--- src/rtl/otter_io_pkg.sv ---
// OTTER IO constants: timer register offsets, CTRL bits, IO window.
// Shared by the timer and the top-level IOBUS read mux.
package otter_io_pkg;

  localparam logic [2:0] TMR_CTRL   = 3'd0;
  localparam logic [2:0] TMR_PRESC  = 3'd1;
  localparam logic [2:0] TMR_CMP    = 3'd2;
  localparam logic [2:0] TMR_COUNT  = 3'd3;
  localparam logic [2:0] TMR_STATUS = 3'd4;

  localparam int CTRL_EN   = 0;
  localparam int CTRL_AUTO = 1;
  localparam int CTRL_IE   = 2;

  localparam logic [31:0] TMR_BASE = 32'h1100_0100;
  localparam logic [31:0] TMR_SPAN = 32'h0000_0020;

  // Unsigned distance test: also rejects addresses below base.
  function automatic logic in_window(
    input logic [31:0] addr,
    input logic [31:0] base
  );
    logic [31:0] rel;
    rel = addr - base;
    return rel < TMR_SPAN;
  endfunction

endpackage

--- src/rtl/timer_prescaler.sv ---
// Timer prescaler: tick every presc+1 cycles while en.
// Ports: CLK, RESET, en, clr (restart), presc, tick.
module timer_prescaler #(
  parameter int PRESC_W = 16
) (
  input  logic               CLK,
  input  logic               RESET,
  input  logic               en,
  input  logic               clr,
  input  logic [PRESC_W-1:0] presc,
  output logic               tick
);

  logic [PRESC_W-1:0] pc_q;
  logic [PRESC_W-1:0] pc_d;

  assign tick = en & ~RESET & (pc_q == presc);

  always_comb begin
    pc_d = pc_q + 1'b1;
    if (clr || !en || tick) begin
      pc_d = '0;
    end
  end

  always_ff @(posedge CLK) begin
    if (RESET) begin
      pc_q <= '0;
    end else begin
      pc_q <= pc_d;
    end
  end

endmodule

--- src/rtl/otter_timer_io.sv ---
// OTTER IOBUS timer: prescaled counter, compare, level INTR.
// Ports: CLK, RESET, IOBUS_ADDR/OUT/WR in, IOBUS_IN, IO_HIT, INTR out.
import otter_io_pkg::*;

module otter_timer_io #(
  parameter logic [31:0] BASE_ADDR = 32'h1100_0100,
  parameter int          PRESC_W   = 16
) (
  input  logic        CLK,
  input  logic        RESET,
  input  logic [31:0] IOBUS_ADDR,
  input  logic [31:0] IOBUS_OUT,
  input  logic        IOBUS_WR,
  output logic [31:0] IOBUS_IN,
  output logic        IO_HIT,
  output logic        INTR
);

  logic [2:0]         ctrl_q, ctrl_d;
  logic [PRESC_W-1:0] presc_q, presc_d;
  logic [31:0]        cmp_q, cmp_d;
  logic [31:0]        count_q, count_d;
  logic               pend_q, pend_d;

  logic [2:0] off;
  logic       wr;
  logic       wr_ctrl, wr_presc, wr_cmp;
  logic       wr_count, wr_status;
  logic       tick;
  logic       pend_set;
  logic       unused;

  assign unused = ^IOBUS_ADDR[1:0];

  assign off    = IOBUS_ADDR[4:2];
  assign IO_HIT = in_window(IOBUS_ADDR, BASE_ADDR);
  assign wr     = IOBUS_WR & IO_HIT;

  assign wr_ctrl   = wr & (off == TMR_CTRL);
  assign wr_presc  = wr & (off == TMR_PRESC);
  assign wr_cmp    = wr & (off == TMR_CMP);
  assign wr_count  = wr & (off == TMR_COUNT);
  assign wr_status = wr & (off == TMR_STATUS);

  assign INTR = pend_q & ctrl_q[CTRL_IE];

  timer_prescaler #(
    .PRESC_W(PRESC_W)
  ) u_presc (
    .CLK  (CLK),
    .RESET(RESET),
    .en   (ctrl_q[CTRL_EN]),
    .clr  (wr_ctrl | wr_presc),
    .presc(presc_q),
    .tick (tick)
  );

  always_comb begin
    IOBUS_IN = '0;
    if (IO_HIT) begin
      case (off)
        TMR_CTRL:   IOBUS_IN = 32'(ctrl_q);
        TMR_PRESC:  IOBUS_IN = 32'(presc_q);
        TMR_CMP:    IOBUS_IN = cmp_q;
        TMR_COUNT:  IOBUS_IN = count_q;
        TMR_STATUS: IOBUS_IN = 32'(pend_q);
        default:    IOBUS_IN = '0;
      endcase
    end
  end

  always_comb begin
    ctrl_d   = ctrl_q;
    presc_d  = presc_q;
    cmp_d    = cmp_q;
    count_d  = count_q;
    pend_set = 1'b0;

    // A CPU write to COUNT suppresses this tick's compare.
    if (tick && !wr_count) begin
      if (count_q == cmp_q) begin
        pend_set = 1'b1;
        if (ctrl_q[CTRL_AUTO]) begin
          count_d = '0;
        end else begin
          ctrl_d[CTRL_EN] = 1'b0;
        end
      end else begin
        count_d = count_q + 32'd1;
      end
    end

    if (wr_ctrl)  ctrl_d  = IOBUS_OUT[2:0];
    if (wr_presc) presc_d = IOBUS_OUT[PRESC_W-1:0];
    if (wr_cmp)   cmp_d   = IOBUS_OUT;
    if (wr_count) count_d = IOBUS_OUT;

    // New match beats a simultaneous W1C.
    pend_d = (pend_q & ~(wr_status & IOBUS_OUT[0]))
           | pend_set;
  end

  always_ff @(posedge CLK) begin
    if (RESET) begin
      ctrl_q  <= '0;
      presc_q <= '0;
      cmp_q   <= 32'hFFFF_FFFF;
      count_q <= '0;
      pend_q  <= 1'b0;
    end else begin
      ctrl_q  <= ctrl_d;
      presc_q <= presc_d;
      cmp_q   <= cmp_d;
      count_q <= count_d;
      pend_q  <= pend_d;
    end
  end

endmodule

--- config.mk ---
export PLATFORM = sky130hd
export DESIGN_NAME = otter_timer_io
export DESIGN_NICKNAME = d
export VERILOG_FILES = /design/src/rtl/otter_io_pkg.sv /design/src/rtl/timer_prescaler.sv /design/src/rtl/otter_timer_io.sv
export SDC_FILE = /design/constraint.sdc
export NUM_CORES = 1
export LEC_CHECK = 0
export ABC_AREA = 1
export BUFFER_PORTS_ARGS = -buffer_cell sky130_fd_sc_hd__buf_4
export CAP_MARGIN = 20
export CORE_MARGIN = 10
export CORE_UTILIZATION = 50
export DETAILED_ROUTE_END_ITERATION = 6
export PLACE_DENSITY = 0.71
export SYNTH_ARGS = -nofsm -noshare
export SYNTH_HDL_FRONTEND = slang
export SYNTH_HIERARCHICAL = 1
export SYNTH_SLANG_ARGS = --single-unit
export TNS_END_PERCENT = 100
--- constraint.sdc ---
create_clock -name CLK -period 3.9 [get_ports CLK]
set_input_delay 0.78 -clock CLK [delete_from_list [all_inputs] [get_ports CLK]]
set_output_delay 0.78 -clock CLK [all_outputs]
set_load 0.01 [all_outputs]
Yosys cells after proc, flatten, opt, wreduce, memory -nomap -nowiden:

Index checks and enable logic that the tools add are counted.

* output and inout bits: 34
* word-level logic and storage cells: 58
* register bits: 100
* input port bits: 67

* muxes and demuxes: 12
* reduce and logical (&&, ||, !) cells: 12
* bitwise operators: 15
* equal/unequal tests: 8
* add/sub/neg operators: 3
* magnitude comparators: 1

Operators by type and width (count)
* $mux W32: 5
* $pmux W32 S5: 1
* $add A32 B1 Y32 const B: 1
* $eq A32 B32 Y1: 1
* $lt A32 B6 Y1 const B: 1
* $sub A32 B29 Y32 const B: 1
* $add A16 B1 Y16 const B: 1
* $eq A16 B16 Y1: 1
* $and A1 B1 Y1: 11
* $eq A3 B2 Y1 const B: 2
* $mux W1: 6
* $reduce_bool A2 Y1: 3
* $eq A3 B1 Y1 const B: 1
* $eq A3 B3 Y1 const B: 1
* $logic_not A3 Y1: 1
* $ne A3 B3 Y1 const B: 1
* $reduce_and A3 Y1: 1
* $logic_not A1 Y1: 2
* $logic_or A1 B1 Y1: 2
* $ne A2 B1 Y1 const B: 1
* $not A1 Y1: 2
* $or A1 B1 Y1: 2
* $reduce_and A2 Y1: 1
* $reduce_or A2 Y1: 1
* $logic_and A1 B1 Y1: 1

Depth between registers and ports, before layout:

Gate-level depths: netlist of run 1.

* depth after elaboration: 8
* gate-level depth with buffers: 19
* mapped depth without buffers: 17

Hierarchy:

The synthesis of run 1 kept the hierarchy.

Modules (own cells, without submodules)
* otter_timer_io: area an instance 6376.1 µm², sequential area each 1681.6 µm², instances 1, cells an instance 1099
* timer_prescaler: area an instance 1053.5 µm², sequential area each 320.3 µm², instances 1, cells an instance 185

Worst setup path after synthesis of run 1:

OpenSTA, ideal clock, no wires.

* path kind: in2out
* from: in IOBUS_ADDR[11]
* to: out IOBUS_IN[12]
* data arrival time: 2427 ps
* required time: 3120 ps
* setup slack: 693 ps
* stages: 14
* path buffers: 1
* cell sequence: nor2_1 > nand2_1 > nor2_4 > nand2_1 > nand2_1 > nand2_1 > nand2_1 > nand3b_4 > nor2_2 > nand4_4 > inv_1 > o21ai_1 > buf_2 > a31oi_1

* cells in the longest elaborated chain, start to end: 3

RTL lines
* start: declaration: RTL line otter_timer_io.sv:11 `input logic [31:0] IOBUS_ADDR,`
* $sub A32 B29 Y32: RTL line otter_io_pkg.sv:24 `rel = addr - base;`
* $lt A32 B6 Y1: RTL line otter_io_pkg.sv:25 `return rel < TMR_SPAN;`
* named net IO_HIT: RTL line otter_timer_io.sv:15 `output logic IO_HIT,`
* $mux W32: RTL line otter_timer_io.sv:60 `if (IO_HIT) begin`
* end: declaration: RTL line otter_timer_io.sv:14 `output logic [31:0] IOBUS_IN,`

The timed path passes the listed nets, and every way through them passes these cells.

Final worst setup path of run 1:

* from: in IOBUS_ADDR[9]
* to: out IOBUS_IN[1]

* cells in the longest elaborated chain, start to end: 3

RTL lines (RTL line)
* $sub A32 B29 Y32: otter_io_pkg.sv:24
* $lt A32 B6 Y1: otter_io_pkg.sv:25
* $mux W32: otter_timer_io.sv:60

Every way passes these cells.

==> run summary, run 1 <==
Gate Count Post-Synth - 1284
Port Buffers - 98
initial core utilization - 51.12%
Syn Std Cell Area - 7430 sq um
Max Cap Viol - 0
layout cell share with drive strength beyond 1 - 14.14%
largest net degree at the start of global routing - 62
vias in the first global route - 7486
first-pass GRT wire length - 36.66 mm
hold crit path type - flip-flop to flip-flop
min cycle time layout - 3.640 ns
Synth top area share - 26.95%
DRC violations left - 0
CTS max path bufs - 2
P per Cell Area - 245.5 nW/um^2
# diodes - 0
Setup violations, final - 0
Setup WS pre-CTS - 0.1209 ns
IR Drop Worst-Case VDD - 0.2039 mV
CTS H-tree depth - 3
Worst setup EP type - output pin
R2R depth - 14
post-synth cell types - 37
Clk Latency, worst-skew pair - 0.36 ns
CP Data Arrival Time - 2.86 ns
setup TNS - 0 ns
via count - 8171
most frequent cells in the layout - nand2_1 (380), nor2_1 (203), nand3_1 (156), inv_1 (148), buf_4 (113)
placed inst area - 8293 sq um
CP Launch Type - input port
Hold Crit Depth - 2
Slew Viols, Final - 0
Synth Net Count - 1353
syn_area_per_cell - 5.786 sq um
Placer Congestion - 0.9336
Post-Route WL - 22.24 mm
CTS sink count - 100
core area - 14530 sq um
worst r2r src - count_q[17]
Die Y - 141.9 microns
yosys warns - 6
die area - 20140 sq um
Post-CTS Setup Inserts - 0
initial antenna violation count - 0
hold wc startpoint - ctrl_q[2]
total CTS buffers - 9
Antenna Nets Post-Route - 0
IO Pins - 101
Yosys top cell by area - dfxtp_1
Non-Filler Instances - 1542
nets - 1422
DRT Pass-1 Iters - 5
design area - 8632 sq um
vias per cell - 5.299
GRT Total Usage - 21.60%
leading cell type in the layout, fill and taps excluded - nand2_1
Worst Setup SP - IOBUS_ADDR[9]
HPWL after detailed placement - 16.73 mm
outcome - complete, no violations
TritonCTS clock tree - yes
GRT overflow - 0
hold endpoint - ctrl_q[2]
reg2reg end - count_q[14]
Clock Skews - 0.009699 ns
DR WL/cell - 14.42 microns
post-CTS sizing - 0
register-to-register path setup slack - 1.26 ns
P_leak - 3.929 nW
final worst path period share - 93.34%
RSZ-0062 raised after global routing - false
worst rel slew slack - 45.20%
top post-synthesis cells by area - dfxtp_1 (27%), nand2_1 (19%), nand3_1 (11%), nor2_1 (10%), inv_1 (7.6%)
register area share after synthesis - 26.95%
Slew @ Worst Pin - 0.8146 ns
Root Driver - clkbuf_16
Required @ worst endpoint - 3.12 ns
placed cells - 1525
Synth Register Bits - 100
final hold viol count - 0
row count - 44
die width - 141.9 microns
clock transition at the registers of the reported paths - 0.06 ns
Initial DRC Count - 618
Final WS setup - 0.2596 ns
# hold bufs at CTS - 0
Fmax - 274.7 MHz
fillers - 1510
Layout area overhead - 16.18%
WS Path Type - input port to output pin
Crit Path Max Fanout - 9
-- cell type report --
class	instances	area, sq um	share of cell area, %
clock buffer	11	232.7	2.696
clock inverter	5	60.06	0.6958
inverter	153	578.1	6.697
multi-input combinational	974	4641	53.76
sequential	100	2002	23.19
tap	184	230.2	2.667
timing repair buffer	115	888.4	10.29
-- worst max path at each step --
stage / end / depth (start not counted) / slack [ns]
after floorplan: IOBUS_IN[12] / 14 / 0.69
after global placement: IOBUS_IN[19] / 17 / 0.17
after detailed placement: IOBUS_IN[19] / 17 / 0.12
after CTS: IOBUS_IN[19] / 17 / 0.12
after global routing: IOBUS_IN[7] / 15 / 0.002
final: IOBUS_IN[1] / 15 / 0.26
-- registers in the layout, indices dropped and copies added, names as in the netlist --
| signal | count |
|---|---|
| cmp_q | 32 |
| pend_q | 1 |
| presc_q | 16 |
| u_presc/pc_q | 16 |
| count_q | 32 |
| ctrl_q | 3 |
-- critical path: stages --
cell and delay (ns):
buf_4 0.12, nor2_1 0.13, nand2_2 0.12, nor2_4 0.19, nand2_1 0.12, nand2_1 0.07, nand2_1 0.07, nand2_2 0.10
nand3b_4 0.07, nor2_2 0.15, nand4_4 0.12, clkinvlp_4 0.18, o21ai_4 0.15, a31oi_1 0.29, buf_4 0.18
-- kinds of logic (layout without fill, tap and decap cells) --
kind of cell / count (synthesis) / in the layout / synth area share (%)
AND/OR/NAND/NOR: 839 / 839 / 48.50
AO/OA/AOI/OAI: 93 / 94 / 8.319
XOR/XNOR: 39 / 39 / 4.598
flip-flops: 100 / 100 / 26.95
buffers and inverters: 211 / 284 / 11.30
adder cells (fa/ha/maj): 2 / 2 / 0.3368
-- stage by stage --
step	utilization, %	total power (W)	hold slack (ns)
2_1_floorplan	-	0.001128	0.4374
3_3_place_gp	57.06	0.001219	0.4607
3_5_place_dp	57.06	0.001219	0.4666
4_1_cts	59.07	0.002126	0.4757
5_1_grt	59.39	0.002197	0.5126
6_report	59.39	0.002119	0.4780
-- routing by layer --
| metal | global-route usage, % | routed length [microns] |
|---|---|---|
| met3 | 4.773 | 1754 |
| met4 | 4.734 | 266 |
| met5 | 0 | 0 |
| met2 | 33.31 | 9880 |
| met1 | 30.06 | 10340 |
-- Yosys cell counts --
master / number
xnor2_1: 15
dfxtp_1: 100
nor2_1: 204
clkbuf_2: 2
ha_1: 2
xor2_1: 24
nand2_2: 7
nor4_1: 4
nand2_1: 382
a41oi_1: 1
buf_2: 18
a221oi_1: 1
clkbuf_1: 33
o21ai_0: 20
o21ai_1: 3
nand3b_4: 1
nand4_2: 1
nand2_4: 2
inv_1: 150
nor2_4: 3
nand3b_1: 1
nand3_1: 156
nand4_4: 1
a31oi_1: 16
a22oi_1: 17
nand4_1: 14
nor2_2: 7
a21oi_1: 22
inv_2: 3
nand3_2: 1
nor3_1: 39
buf_6: 1
and2_1: 1
or2_2: 15
o211ai_1: 3
o211ai_2: 10
buf_4: 4
-- where the power goes --
group | internal [W] | total (W) | leakage [nW] | switching [W]
Sequential | 0.00102 | 0.00102 | 0.806 | 0.00000000000169
Clock | 0.000501 | 0.000920 | 0.140 | 0.000419
Combinational | 0.0000697 | 0.000180 | 2.98 | 0.000110
Total | 0.00159 | 0.00212 | 3.93 | 0.000528
No activity file was read; power rests on OpenSTA's default activity.
==> run 2: changes to the inputs <==
==> constraint.sdc (replaced) <==
create_clock -name CLK -period 3.7 [get_ports CLK]
set_input_delay 0.74 -clock CLK [delete_from_list [all_inputs] [get_ports CLK]]
set_output_delay 0.74 -clock CLK [all_outputs]
set_load 0.01 [all_outputs]
==> run 2 against run 1 <==
Net effect:
- critical path type unchanged
- flip-flop and latch count unchanged
- clock skew increased by 0.0011 ns
- sequential power increased by 6%
- largest cell class unchanged
- cell count grew 0.39%
- register-to-register slack got worse by 0.15 ns
- cell area up 1.1%
- clock-buffer cell count fell by 1
- sequential share of layout area decreased by 0.24 points
- critical endpoint is now IOBUS_IN[7]
- combinational power increased by 6%
- clock power is 9.8% higher
==> run summary, run 2 (synthesized netlist as in run 1, its figures left out) <==
IO Pins - 101 (unchanged)
CTS H-tree depth - 3 (unchanged)
Root Driver - clkbuf_16
IR Drop Worst-Case VDD - 0.2200 mV (+7.9%)
Final WS setup - 0.1456 ns (-0.1140 ns)
Worst setup EP type - output pin
placed cells - 1530 (+0.33%)
# hold bufs at CTS - 0 (unchanged)
DRC violations left - 0 (unchanged)
hold crit path type - flip-flop to flip-flop
first-pass GRT wire length - 36.13 mm (-1.4%)
fillers - 1495 (-0.99%)
CTS max path bufs - 2 (unchanged)
crit-path most repeated cell - nand2_1
Slew @ Worst Pin - 0.9053 ns (+0.09076 ns)
DR WL/cell - 14.50 microns (+0.54%)
CP Launch Type - input port
GRT Total Usage - 21.18% (-0.42 points)
Largest regs - cmp_q: 32 flops, count_q: 32 flops
row count - 44 (unchanged)
Fmax - 281.3 MHz
CP cell instances - buf_4, nor2_1, nand2_1, nor2_4, nand2_1, nand2_1, nand2_1, nand2_2, nand3b_4, nor2_2, nand4_4, clkinvlp_4, o21ai_2, a31oi_1, buf_4
Slowest-stage cell, CP - a31oi_1
post-CTS sizing - 0 (unchanged)
max incr delay on CP - 0.31 ns (+0.02 ns)
Initial DRC Count - 750 (+21%)
placed inst area - 8330 sq um (+0.45%)
clock transition at the registers of the reported paths - 0.07 ns (about the same)
WS Path Type - input port to output pin
DRT Pass-1 Iters - 5 (unchanged)
Post-Route WL - 22.45 mm (+0.93%)
core area - 14530 sq um (unchanged)
outcome - complete, no violations
CP Data Arrival Time - 2.81 ns (-0.05 ns)
Port Buffers - 98 (unchanged)
Setup violations, final - 0 (unchanged)
GRT overflow - 0 (unchanged)
min cycle time layout - 3.554 ns
leading cell type in the layout, fill and taps excluded - nand2_1
Non-Filler Instances - 1548 (+0.39%)
power consumption - 0.002277 W (+7.5%)
Slew Viols, Final - 0 (unchanged)
RSZ-0062 raised after global routing - true
layout cell share with drive strength beyond 1 - 14.66% (+0.52 points)
P_leak - 3.978 nW (+1.2%)
Required @ worst endpoint - 2.96 ns (-0.16 ns)
vias per cell - 5.275 (-0.45%)
TritonCTS clock tree - yes
worst rel slew slack - 39.56% (-5.6 points)
Layout area overhead - 17.41%
most frequent cells in the layout - nand2_1 (380), nor2_1 (203), nand3_1 (156), inv_1 (148), buf_4 (118)
Placer Congestion - 0.9350 (+0.15%)
total CTS buffers - 9 (unchanged)
die width - 141.9 microns (unchanged)
largest net degree at the start of global routing - 62 (unchanged)
die area - 20140 sq um (unchanged)
design area - 8723 sq um (+1.1%)
final hold viol count - 0 (unchanged)
CTS sink count - 100 (unchanged)
HPWL after detailed placement - 16.64 mm (-0.58%)
fin util - 60.02% (+0.63 points)
vias in the first global route - 7457 (-0.39%)
# diodes - 0 (unchanged)
Max Cap Viol - 0 (unchanged)
Clock Skews - 0.01079 ns (+0.001090 ns)
initial antenna violation count - 0 (unchanged)
Clk Latency, worst-skew pair - 0.35 ns (about the same)
Antenna Nets Post-Route - 0 (unchanged)
Die Y - 141.9 microns (unchanged)
P per Cell Area - 261.1 nW/um^2 (+6.3%)
Crit Path Max Fanout - 7 (-2)
initial core utilization - 51.12% (unchanged)
nets - 1429 (+0.49%)
final worst path period share - 96.07%
Setup WS pre-CTS - 0.02676 ns (-0.09415 ns)
Post-CTS Setup Inserts - 0 (unchanged)
via count - 8166 (-0.061%)
run 2: cell types whose count changed in the layout (fill, tap and decap cells not counted), sizes merged:
cell	previous run	this run
buf	115	120
bufinv	1	2
inv	153	152
o21ai	24	25
run 2: layout make-up:
cell class / instances / area [sq um] / share of cell area, %
clock buffer: 10 / 229.0 / 2.625
multi-input combinational: 975 / 4656 / 53.37
tap: 184 / 230.2 / 2.639
timing repair buffer: 121 / 950.9 / 10.90
sequential: 100 / 2002 / 22.95
inverter: 153 / 578.1 / 6.626
clock inverter: 5 / 77.57 / 0.8893
run 2: per-stage QoR:
step | hold WS (ns) | TNS, ns
after floorplan | 0.4374 | 0
after global placement | 0.4586 | 0
after detailed placement | 0.4762 | 0
after CTS | 0.4861 | 0
after global routing | 0.5204 | -0.1078
final | 0.4893 | 0
run 2: path summary, 6_finish.rpt:
| check | start | end | slack, ns | cells after the start |
|---|---|---|---|---|
| worst min-delay path | ctrl_q[2] | ctrl_q[2] | 0.49 | 2 |
| worst max-delay path | IOBUS_ADDR[13] | IOBUS_IN[7] | 0.15 | 15 |
| worst min register to register | ctrl_q[2] | ctrl_q[2] | 0.49 | 2 |
| worst max register to register | count_q[1] | count_q[26] | 1.11 | 14 |
run 2: power by group:
group	total [W]	switching, W	internal (W)
Combinational	0.000191	0.000116	0.0000745
Clock	0.00101	0.000423	0.000587
Sequential	0.00108	0.00000000000180	0.00108
Total	0.00228	0.000540	0.00174
run 2: metal layers:
layer  share of wire [%]  up-vias  global-route usage, %
met2                  44      277                  32.31
met4                 1.7        0                  7.047
met5                   0        -                      0
met3                 6.1       27                  3.138
met1                  48     3650                  29.80
li1                    -     4212                      -
run 2: worst max-delay path, delay by kind of cell:
| kind | cells | cell delay (ns) |
|---|---|---|
| AOI/OAI and AO/OA | 2 | 0.47 |
| and+or+nand+nor | 10 | 1.12 |
| buffers and inverters | 3 | 0.48 |
